**src/rtl/emailbox.sv**
```systemverilog
// emailbox: mailbox FIFO fed by emesh write packets addressed to this chip's mailbox offset.
// Provides a show-ahead head entry, occupancy flags, a threshold interrupt and sticky overflow.
module emailbox #(
  parameter int          AW        = 32,
  parameter int          PW        = 2*AW+40,
  parameter int          DEPTH     = 16,
  parameter logic [11:0] ID        = 12'h800,
  parameter logic [19:0] MBOX_ADDR = 20'hF0320
) (
  input  logic                       clk,
  input  logic                       nreset,
  input  logic                       wr_access,
  input  logic [PW-1:0]              wr_packet,
  input  logic                       rd_en,
  input  logic [$clog2(DEPTH):0]     irq_thresh,
  input  logic                       irq_en,
  input  logic                       ovf_clr,
  output logic [2*AW-1:0]            rd_data,
  output logic                       mailbox_not_empty,
  output logic                       mailbox_full,
  output logic                       mailbox_irq,
  output logic                       mailbox_ovf,
  output logic [$clog2(DEPTH):0]     count
);
  localparam int PTW = $clog2(DEPTH);
  localparam int CW  = PTW + 1;
  localparam logic [CW-1:0] FULL_CNT = CW'(DEPTH);
  logic [2*AW-1:0] mem [DEPTH];
  logic [PTW-1:0]  wr_ptr, rd_ptr;
  logic [AW-1:0]   dstaddr;
  logic            push_req, push, pop;
  assign dstaddr  = wr_packet[AW+6:7];
  assign push_req = wr_access && wr_packet[0] && dstaddr[AW-1:AW-12] == ID && dstaddr[19:0] == MBOX_ADDR;
  assign pop      = rd_en && count != '0;
  // a full box still accepts a push when the head leaves in the same cycle
  assign push     = push_req && (!mailbox_full || pop);
  always_ff @(posedge clk or negedge nreset)
    if (!nreset) begin
      wr_ptr      <= '0;
      rd_ptr      <= '0;
      count       <= '0;
      mailbox_ovf <= 1'b0;
    end else begin
      wr_ptr      <= push ? wr_ptr + PTW'(1) : wr_ptr;
      rd_ptr      <= pop ? rd_ptr + PTW'(1) : rd_ptr;
      count       <= (push && !pop) ? count + CW'(1) : (pop && !push) ? count - CW'(1) : count;
      mailbox_ovf <= (push_req && !push) ? 1'b1 : ovf_clr ? 1'b0 : mailbox_ovf;
    end
  always_ff @(posedge clk)
    if (push) mem[wr_ptr] <= {wr_packet[3*AW+6:2*AW+7], wr_packet[2*AW+6:AW+7]};
  assign rd_data           = mem[rd_ptr];
  assign mailbox_not_empty = count != '0;
  assign mailbox_full      = count == FULL_CNT;
  assign mailbox_irq       = irq_en && count >= irq_thresh && irq_thresh != '0;
endmodule

```
**config.mk**
```make
export PLATFORM = sky130hd
export DESIGN_NAME = emailbox
export DESIGN_NICKNAME = d
export VERILOG_FILES = /design/src/rtl/emailbox.sv
export SDC_FILE = /design/constraint.sdc
export NUM_CORES = 1
export LEC_CHECK = 0
export ABC_CLOCK_PERIOD_IN_PS = 9800
export CAP_MARGIN = 30
export CORE_ASPECT_RATIO = 1.4
export CORE_UTILIZATION = 55
export DETAILED_ROUTE_END_ITERATION = 10
export GPL_TIMING_DRIVEN = 0
export HOLD_SLACK_MARGIN = 0.12
export PLACE_DENSITY = 0.74
export SETUP_SLACK_MARGIN = 0.5
export SKIP_CTS_REPAIR_TIMING = 1
export SYNTH_ARGS = -nofsm -noshare
export SYNTH_HDL_FRONTEND = slang
export SYNTH_SLANG_ARGS = --single-unit
```
**constraint.sdc**
```tcl
create_clock -name clk -period 9.8 [get_ports clk]
set_input_delay 1.96 -clock clk [delete_from_list [all_inputs] [get_ports clk]]
set_output_delay 1.96 -clock clk [all_outputs]
set_load 0.005 [all_outputs]
```
==> summary.txt <==
Status
  • Outcome: finished clean

Placement
  • Placement-stage worst setup slack: 3.97 ns
  • HPWL Detailed: 57,700 um
  • Port-buffer cells: between 150 and 200
  • Final GP Congestion: 0.736
  • DP Cell Count: 2,736

Critical path
  • Worst-case register-to-register setup slack: 6.51 ns
  • CP max FO: 10
  • Reg2reg start: count[1]
  • Capturing element type of the critical path: output port
  • Max incr delay on CP: 0.77 ns
  • Arrival time of the worst setup path: between 4 and 5 ns
  • Cell type of the slowest stage on the worst timing path: buf_1
  • CP Cell Sequence: clkbuf_1 > clkbuf_1 > buf_1 > mux4_2 > mux4_2 > clkdlybuf4s50_1
  • Worst EP required: approximately 7.8 ns
  • Count of cells along the worst register-to-register path: 10
  • Type of the worst setup path: reg2out
  • Nature of the critical path startpoint: flip-flop
  • Startpoint of the worst setup timing path: rd_ptr[1]

GRT
  • Wire length of the first global-routing pass: 132,000 um
  • Pin count of the biggest net entering global routing: 23
  • Vias in the first global route: between 15,000 and 20,000
  • Congestion Overflow GR: 0
  • Total routing resource utilization after global routing: 0.257
  • Number of antenna violations at the first check in global routing: 5

STA
  • Sum of negative setup slack: 0 ns
  • Actual slew at the worst max-slew pin: 0.983 ns
  • Highest clock frequency the design can meet: 0.157 GHz
  • Unrepaired setup endpoints after global routing: no
  • Number of pins exceeding their max-slew limit in the final report: 0
  • Final Hold Violating Endpoints: 0
  • Setup violations, final: 0
  • Relative slew slack: 0.345
  • Setup slack after layout: 3.41 ns
  • Worst clock skew: 0.0147 ns
  • Min Tclk post-route: 6.39 ns
  • Hold Worst Slack: between 0.5 and 0.6 ns
  • Final Cycle Share: 0.652

Die
  • Die Width: 228 um
  • Placeable core area: 70,600 um^2
  • Top Ports: 188
  • Chip height: 319 um
  • Initial core utilization: 0.558
  • Row cnt: 115
  • Overall die area: 72,800 um^2

Synthesis
  • Count of unique library cells instantiated by Yosys: 36
  • Syn nets: 1,674
  • Number of enable flip-flop cells after synthesis: about 1,000
  • Area of the mapped netlist: 39,400 um^2
  • Average footprint of a synthesized cell: between 20 and 30 um^2
  • Cell count after synthesis: 1,543
  • Number of synthesis warnings: 0
  • Primary flip-flop cell chosen by synthesis mapping: edfxtp_1
  • Total of flip-flops plus latches after synthesis: 1,038
  • Async set-reset flop share out of synthesis: 0.0135
  • Sequential share of the synthesized area: 0.789

Pwr
  • P_leak: 14.3 nW
  • VDD IR max: roughly 130 uV
  • Pwr dens: 183 nW/um^2

Clocking
  • Buffer type at the clock tree root: clkbuf_16
  • Clock tree from TritonCTS: done
  • Clock edge transition at the registers on the reported setup and hold paths: approximately 0.07 ns
  • Skew-Pair Late Insertion Delay: approximately 0.64 ns
  • Number of buffers added by the clock tree synthesis step: 89
  • CTS H-tree depth: 3
  • Maximum count of clock buffers along a single path: 3
  • Clock Sinks: 1,038

Cells and area
  • Post-layout util: 0.661
  • Share of post-route cells with drive strength above 1: 0.289
  • Multi-input combinational cell area: between 8000 and 9000 um^2
  • Final-layout fill cell count: 4,233
  • Final non-filler cell total: 2,897
  • Synth-to-layout area growth: 18.5%
  • Sequential cell area in the final layout: 31,100 um^2
  • Post-layout nets: 2,023

Routing
  • Count of antenna-violating nets left after detailed routing: 0
  • Initial DRC Count: 2,130
  • Number of optimization iterations in the first detailed-route pass: 5
  • Via density: 6.36
  • Routed via count: 18,426
  • Final wirelength: 91,500 um
  • Final routed wire length divided by cell count: 31.6 um
  • Drc violations: 0

Hold path
  • Worst hold path type: reg2reg
  • Hold Path Stages: 2
  • Critical hold path startpoint: mailbox_ovf

Job
  • Max-capacitance violation count: 0
-- metrics by stage --
| step | instance area [um^2] | power [W] |
|---|---|---|
| floorplan | 39400 | 0.00497 |
| global placement | 42400 | 0.00506 |
| detailed placement | 43800 | 0.00507 |
| CTS | 46700 | 0.00858 |
| global route | 46700 | 0.00874 |
| finish | 46700 | 0.00854 |
-- state kept, by name, indices dropped and copies added (netlist names) --
register and cells:
mem 1024, count 5, rd_ptr 4, wr_ptr 4, mailbox_ovf 1
-- area by class of cell --
| type | count | share of cell area |
|---|---|---|
| diodes | 4 | 0.000214 |
| plain buffers | 75 | 0.00795 |
| clock buffers | 111 | 0.0515 |
| clock inverters | 45 | 0.0111 |
| inverters | 11 | 0.000884 |
| multi-input cells | 419 | 0.172 |
| flip-flops and latches | 1038 | 0.666 |
| well taps | 936 | 0.0251 |
| repair buffers | 258 | 0.0659 |
-- final timing paths --
| check | endpoint |
|---|---|
| max | rd_data[0] |
| min | mailbox_ovf |
| max reg2reg | mem[3][26] |
| min reg2reg | mailbox_ovf |
| max in group asynchronous | rd_ptr[2] |
| min in group asynchronous | count[1] |
-- synth_stat cells, types with 5 or more instances --
library cell | n | area [um^2]
buf_4 | 13 | 97.6
clkbuf_1 | 25 | 93.8
o21ai_0 | 5 | 25.0
dfrtp_1 | 14 | 350
buf_2 | 15 | 75.1
mux4_2 | 320 | 7210
buf_1 | 19 | 71.3
nand2b_1 | 5 | 31.3
edfxtp_1 | 1024 | 30700
inv_1 | 11 | 41.3
nand2_1 | 14 | 52.6
nor2_1 | 16 | 60.1
ha_1 | 15 | 188
xnor2_1 | 9 | 78.8
-- cells in the final DEF, fill, tap and decap left out, types with 3 or more instances in the layout --
cell / synthesis / layout
nor2_4: 0 / 12
buf_16: 0 / 6
bufinv_16: 0 / 12
inv_1: 11 / 11
nor3_2: 0 / 4
nand2_1: 14 / 14
clkdlybuf4s50_1: 0 / 180
clkinv_1: 0 / 21
buf_4: 13 / 13
buf_8: 0 / 10
buf_2: 15 / 15
xnor2_1: 9 / 9
clkinv_2: 0 / 8
diode_2: 0 / 4
clkbuf_16: 0 / 93
nor2_1: 16 / 4
edfxtp_1: 1024 / 1024
clkbuf_1: 25 / 42
nand2b_1: 5 / 5
a21oi_1: 4 / 4
ha_1: 15 / 15
nand4_1: 4 / 4
buf_1: 19 / 19
nor4_1: 3 / 3
buf_12: 0 / 30
mux4_2: 320 / 320
buf_6: 3 / 35
dfrtp_1: 14 / 14
o21ai_0: 5 / 5
-- per-layer routing --
layer / track usage / vias up / wire length, um
li1: - / 7417 / -
met4: 0.0881 / 6 / 2700
met3: 0.0360 / 163 / 6260
met2: 0.450 / 912 / 48900
met5: 0 / - / 37
met1: 0.331 / 9928 / 33600
-- where the power goes --
part           internal (W)  total [W]  switching [W]  leakage (nW)
combinational     0.0000397   0.000101      0.0000612          3.44
clock               0.00205    0.00357        0.00152          1.42
sequential          0.00487    0.00487   0.0000000104          9.38
-- cells by family after synthesis --
family,share of synthesized area
mux,0.183
flops,0.789
buf+inv,0.0105
compound gates,0.00175
xor+xnor,0.00222
fa+ha+maj,0.00527
simple gates,0.00850
-- critical path, delay by kind of cell (launching register included) --
family	cells	cell delay (ns)
flip-flops	1	0.36
buffers and inverters	4	2.51
multiplexers	2	0.91
(Power assumes the default switching activity.)
